[src/rtl/sum_accumulator.sv]
// Frame accumulator: sums COUNT_N incoming adder results, then holds the total until taken.
// Optional SUM_ACC_SATURATE_EN clamps the total at all-ones on carry out instead of wrapping.
//
// state | meaning
// ACCUM | accepting sums, out_acc shows the partial total
// HOLD  | frame complete, out_acc/out_ovf held until out_ready
module sum_accumulator #(
    parameter int IN_W    = 5,
    parameter int ACC_W   = 8,
    parameter int COUNT_N = 4,
    localparam int CW     = $clog2(COUNT_N + 1)
) (
    input  logic             clk,
    input  logic             reset,
    input  logic             clear,
    input  logic             in_valid,
    output logic             in_ready,
    input  logic [IN_W-1:0]  in_sum,
    output logic             out_valid,
    input  logic             out_ready,
    output logic [ACC_W-1:0] out_acc,
    output logic             out_ovf,
    output logic [CW-1:0]    count
);

    typedef enum logic {ACCUM = 1'b0, HOLD = 1'b1} state_t;

    localparam logic [CW-1:0] LAST = CW'(COUNT_N - 1);

    state_t           state_q, state_d;
    logic [ACC_W-1:0] acc_q, acc_d;
    logic             ovf_q, ovf_d;
    logic [CW-1:0]    count_q, count_d;
    logic             out_valid_q, out_valid_d;
    logic             in_ready_q, in_ready_d;
    logic [ACC_W:0]   sum_wide;
    logic             accept;

    always_comb begin
        state_d     = state_q;
        acc_d       = acc_q;
        ovf_d       = ovf_q;
        count_d     = count_q;
        out_valid_d = out_valid_q;
        in_ready_d  = in_ready_q;
        accept      = in_valid & in_ready_q;
        sum_wide    = {1'b0, acc_q} + {{(ACC_W + 1 - IN_W){1'b0}}, in_sum};

        if (clear) begin
            state_d     = ACCUM;
            acc_d       = '0;
            ovf_d       = 1'b0;
            count_d     = '0;
            out_valid_d = 1'b0;
            in_ready_d  = 1'b1;
        end else if (state_q == HOLD) begin
            if (out_valid_q && out_ready) begin
                state_d     = ACCUM;
                acc_d       = '0;
                ovf_d       = 1'b0;
                count_d     = '0;
                out_valid_d = 1'b0;
                in_ready_d  = 1'b1;
            end
        end else if (accept) begin
`ifdef SUM_ACC_SATURATE_EN
            // Once saturated, any further carry keeps the total pinned at all-ones.
            acc_d = sum_wide[ACC_W] ? {ACC_W{1'b1}} : sum_wide[ACC_W-1:0];
`else
            acc_d = sum_wide[ACC_W-1:0];
`endif
            ovf_d   = ovf_q | sum_wide[ACC_W];
            count_d = count_q + CW'(1);
            if (count_q == LAST) begin
                state_d     = HOLD;
                out_valid_d = 1'b1;
                in_ready_d  = 1'b0;
            end
        end
    end

    always_ff @(posedge clk) begin
        if (reset) begin
            state_q     <= ACCUM;
            acc_q       <= '0;
            ovf_q       <= 1'b0;
            count_q     <= '0;
            out_valid_q <= 1'b0;
            in_ready_q  <= 1'b1;
        end else begin
            state_q     <= state_d;
            acc_q       <= acc_d;
            ovf_q       <= ovf_d;
            count_q     <= count_d;
            out_valid_q <= out_valid_d;
            in_ready_q  <= in_ready_d;
        end
    end

    assign in_ready  = in_ready_q;
    assign out_valid = out_valid_q;
    assign out_acc   = acc_q;
    assign out_ovf   = ovf_q;
    assign count     = count_q;

endmodule

[config.mk]
export PLATFORM = sky130hd
export DESIGN_NAME = sum_accumulator
export DESIGN_NICKNAME = d
export VERILOG_FILES = /design/src/rtl/sum_accumulator.sv
export SDC_FILE = /design/constraint.sdc
export NUM_CORES = 1
export LEC_CHECK = 0
export BUFFER_PORTS_ARGS = -buffer_cell sky130_fd_sc_hd__buf_2
export CORE_MARGIN = 1.5
export CORE_UTILIZATION = 44
export DETAILED_ROUTE_END_ITERATION = 8
export GPL_ROUTABILITY_DRIVEN = 0
export HOLD_SLACK_MARGIN = 0.05
export PLACE_DENSITY_LB_ADDON = 0.08
export SYNTH_ARGS = -nofsm -noshare
export SYNTH_HDL_FRONTEND = slang
export SYNTH_SLANG_ARGS = --single-unit
[constraint.sdc]
create_clock -name clk -period 1.82 [get_ports clk]
set_clock_uncertainty 0.15 [all_clocks]
set_input_delay 0 -clock clk [delete_from_list [all_inputs] [get_ports clk]]
set_output_delay 0 -clock clk [all_outputs]
set_load 0.01 [all_outputs]
==> metrics.md <==
| Metric | Value |
|---|---|
| Status | finished clean |
| Final core utilization | 66.2% |
| Worst Hold Class | in2reg |
| CTS Sinks | 15 |
| Critical Path AT | 1.83 ns |
| Vias | 783 |
| Hold_sp | in_sum[1] |
| Port bufs | 23 |
| Detail Placement HPWL | 1.29 mm |
| Number of synthesized register bits | 15 |
| Reg2reg start | out_acc[0] |
| DR vias/cell | 5.19 |
| Crit start category | register |
| Clock transition at path regs | 0.09 ns |
| Routed length per instance | 11.9 um |
| Via count of the first global-routing pass | 694 |
| Initial Util | 46.6% |
| Die Span Y | 45.8 um |
| H-Tree Depth | 1 |
| RSZ-0062 raised after global routing | yes |
| Crit path required time | 1.85 ns |
| Final setup vio count | 0 |
| CP Max Fanout | 3 |
| Min-Delay Endpoint | out_acc[1] |
| Area growth, synth to finish | 42.1% |
| Commonest non-fill, non-tap cell in the layout | buf_2 |
| Initial antenna violation count | 0 |
| Clock tree buffer depth | 2 |
| Number of distinct library cells after synthesis | 31 |
| DRT antenna net count | 0 |
| Crit end category | register |
| Max cap viols | 0 |
| Post-Place Worst Slack | -0.0660 ns |
| Total Neg Setup Slack | 0 ns |
| First-pass GRT wire length | 2.81 mm |
| Syn Inst Count | 88 |
| Routed WL | 1.80 mm |
| # IOs | 24 |
| Seq/Total Area, Yosys | 37.3% |
| Clock latency on the worst-skew pair | 0.28 ns |
| Slew HR | 79.6% |
| Core area | 1730 um^2 |
| Most frequent cells in the layout | buf_2 (23), nor2_1 (12), dfxtp_1 (12) |
| # rows | 15 |
| Drt first pass iters | 3 |
| GRT Total Usage | 18.8% |
| Die ar. | 2090 um^2 |
| Fmax achieved | 555 MHz |
| Worst-Margin Slew | 0.304 ns |
| CTS tree | built |
| R2r setup slk | 0.02 ns |
| First DRT Iteration DRCs | 11 |
| Post-Syn Area | 805 um^2 |
| Total power | 0.663 mW |
| Syn_nets | 106 |
| DRC viols | 0 |
| Gr ovfl total | 0 |
| Fin crit share | 99.1% |
| Power Density | 580 nW/um^2 |
| Setup ws final | 0.0171 ns |
| Share of layout cells above drive strength 1 | 39.7% |
| Worst R2R End | out_acc[4] |
| Peak supply drop | 0.432 mV |
| Fin. max-slew vios | 0 |
| Hold depth | 4 |
| Syn. warnings | 0 |
| Fin nets | 145 |
| Worst Setup Path Type | reg2reg |
| Min Tclk post-route | 1.80 ns |
| Hold Violations, Final | 0 |
| Synth Area per Inst | 9.14 um^2 |
| Reg2Reg Depth | 6 |
| Largest net degree at the start of global routing | 12 |
| Ant diodes | 0 |
| Lkg Pwr | 0.523 nW |
| Clock tree root buffer cell | clkbuf_4 |
| Die Width | 45.8 um |
| Inserted Clock Buffers | 3 |
-- kinds of logic after synthesis --
family	after synthesis	share of synthesized area, %
flops	15	37.3
simple gates	29	18.7
xor+xnor	1	1.09
fa+ha+maj	8	13.4
buf+inv	5	3.42
compound gates	30	26.1
-- final cells by class --
class | count | area (um^2)
repair buffers | 37 | 233
fillers | 159 | 583
flip-flops and latches | 15 | 304
clock buffers | 4 | 26.3
multi-input cells | 68 | 542
inverters | 2 | 7.51
well taps | 25 | 31.3
-- repair_timing --
item | in CTS | in global routing
hold buffers | 5 | 0
setup buffers | 1 | 1
hold endpoints to repair | 11 | 0
resized for setup | 3 | 6
pin swaps | 3 | 5
gates cloned | 0 | 0
endpoints found under the setup margin | 5 | 6
-- synth_stat cells --
| master | instances | area, um^2 |
|---|---|---|
| a21oi_1 | 8 | 40.0 |
| a211oi_1 | 1 | 7.51 |
| nor2_1 | 12 | 45.0 |
| a211o_1 | 4 | 35.0 |
| clkbuf_1 | 1 | 3.75 |
| nor2_2 | 1 | 6.26 |
| nor3_1 | 1 | 5.00 |
| a22oi_1 | 3 | 22.5 |
| and3_1 | 2 | 12.5 |
| xnor2_1 | 1 | 8.76 |
| ha_1 | 7 | 87.6 |
| buf_6 | 1 | 11.3 |
| nand3b_1 | 1 | 7.51 |
| o31ai_1 | 3 | 22.5 |
| o21ai_0 | 1 | 5.00 |
| or4_1 | 3 | 22.5 |
| dfxtp_1 | 15 | 300 |
| inv_1 | 2 | 7.51 |
| nand3_1 | 1 | 5.00 |
| nand2_1 | 3 | 11.3 |
| and3b_1 | 1 | 8.76 |
| or2_2 | 2 | 12.5 |
| buf_2 | 1 | 5.00 |
| o211ai_1 | 1 | 7.51 |
| o21bai_1 | 1 | 7.51 |
| nand2b_1 | 1 | 6.26 |
| nor3b_1 | 1 | 7.51 |
| o21a_1 | 4 | 30.0 |
| a21o_1 | 2 | 15.0 |
| fa_1 | 1 | 20.0 |
| a32oi_1 | 2 | 17.5 |
-- critical path, cell delays in order (launching register included) --
cell and delay [ns]:
dfxtp_2 0.34, ha_4 0.16, fa_2 0.35, a21o_1 0.19, a211o_1 0.28, a32oi_1 0.18
nor2_1 0.05
-- sequential cells by signal (all words and copies together) (netlist names) --
register	cells
out_acc	8
out_ovf	1
count	3
state_q	1
out_valid	1
in_ready	1
-- worst max path at each step --
stage,from,cells after the start,endpoint,slack [ns]
after floorplan,out_acc[0],6,out_acc[4],0.008
after global placement,out_acc[0],6,out_ovf,-0.02
after detailed placement,out_acc[1],5,out_acc[7],-0.07
after CTS,out_acc[0],6,out_ovf,0.004
after global routing,out_acc[0],8,out_acc[2],-0.07
final,out_acc[0],6,out_acc[4],0.02
-- metrics by stage --
stage | hold WS (ns) | std cells | area, um^2
final | 0.0581 | 151 | 1140
after global routing | 0.102 | 151 | 1140
after CTS | 0.0630 | 150 | 1100
after detailed placement | 0.137 | 140 | 993
after global placement | 0.134 | 140 | 993
after floorplan | 0.0318 | 88 | 815
-- layer usage --
metal | GRT usage (%) | part of all wire [%]
met5 | 0 | 0
met4 | 9.14 | 1.8
met3 | 3.57 | 3.3
met2 | 29.9 | 48
met1 | 24.4 | 47
-- report_power, final --
group | switching, mW | total (mW) | leakage (nW) | internal (mW)
sequential | 0.00625 | 0.341 | 0.123 | 0.335
clock | 0.109 | 0.194 | 0.0150 | 0.0852
combinational | 0.0600 | 0.128 | 0.385 | 0.0679
Note: power is estimated with default switching activity, not from simulation.
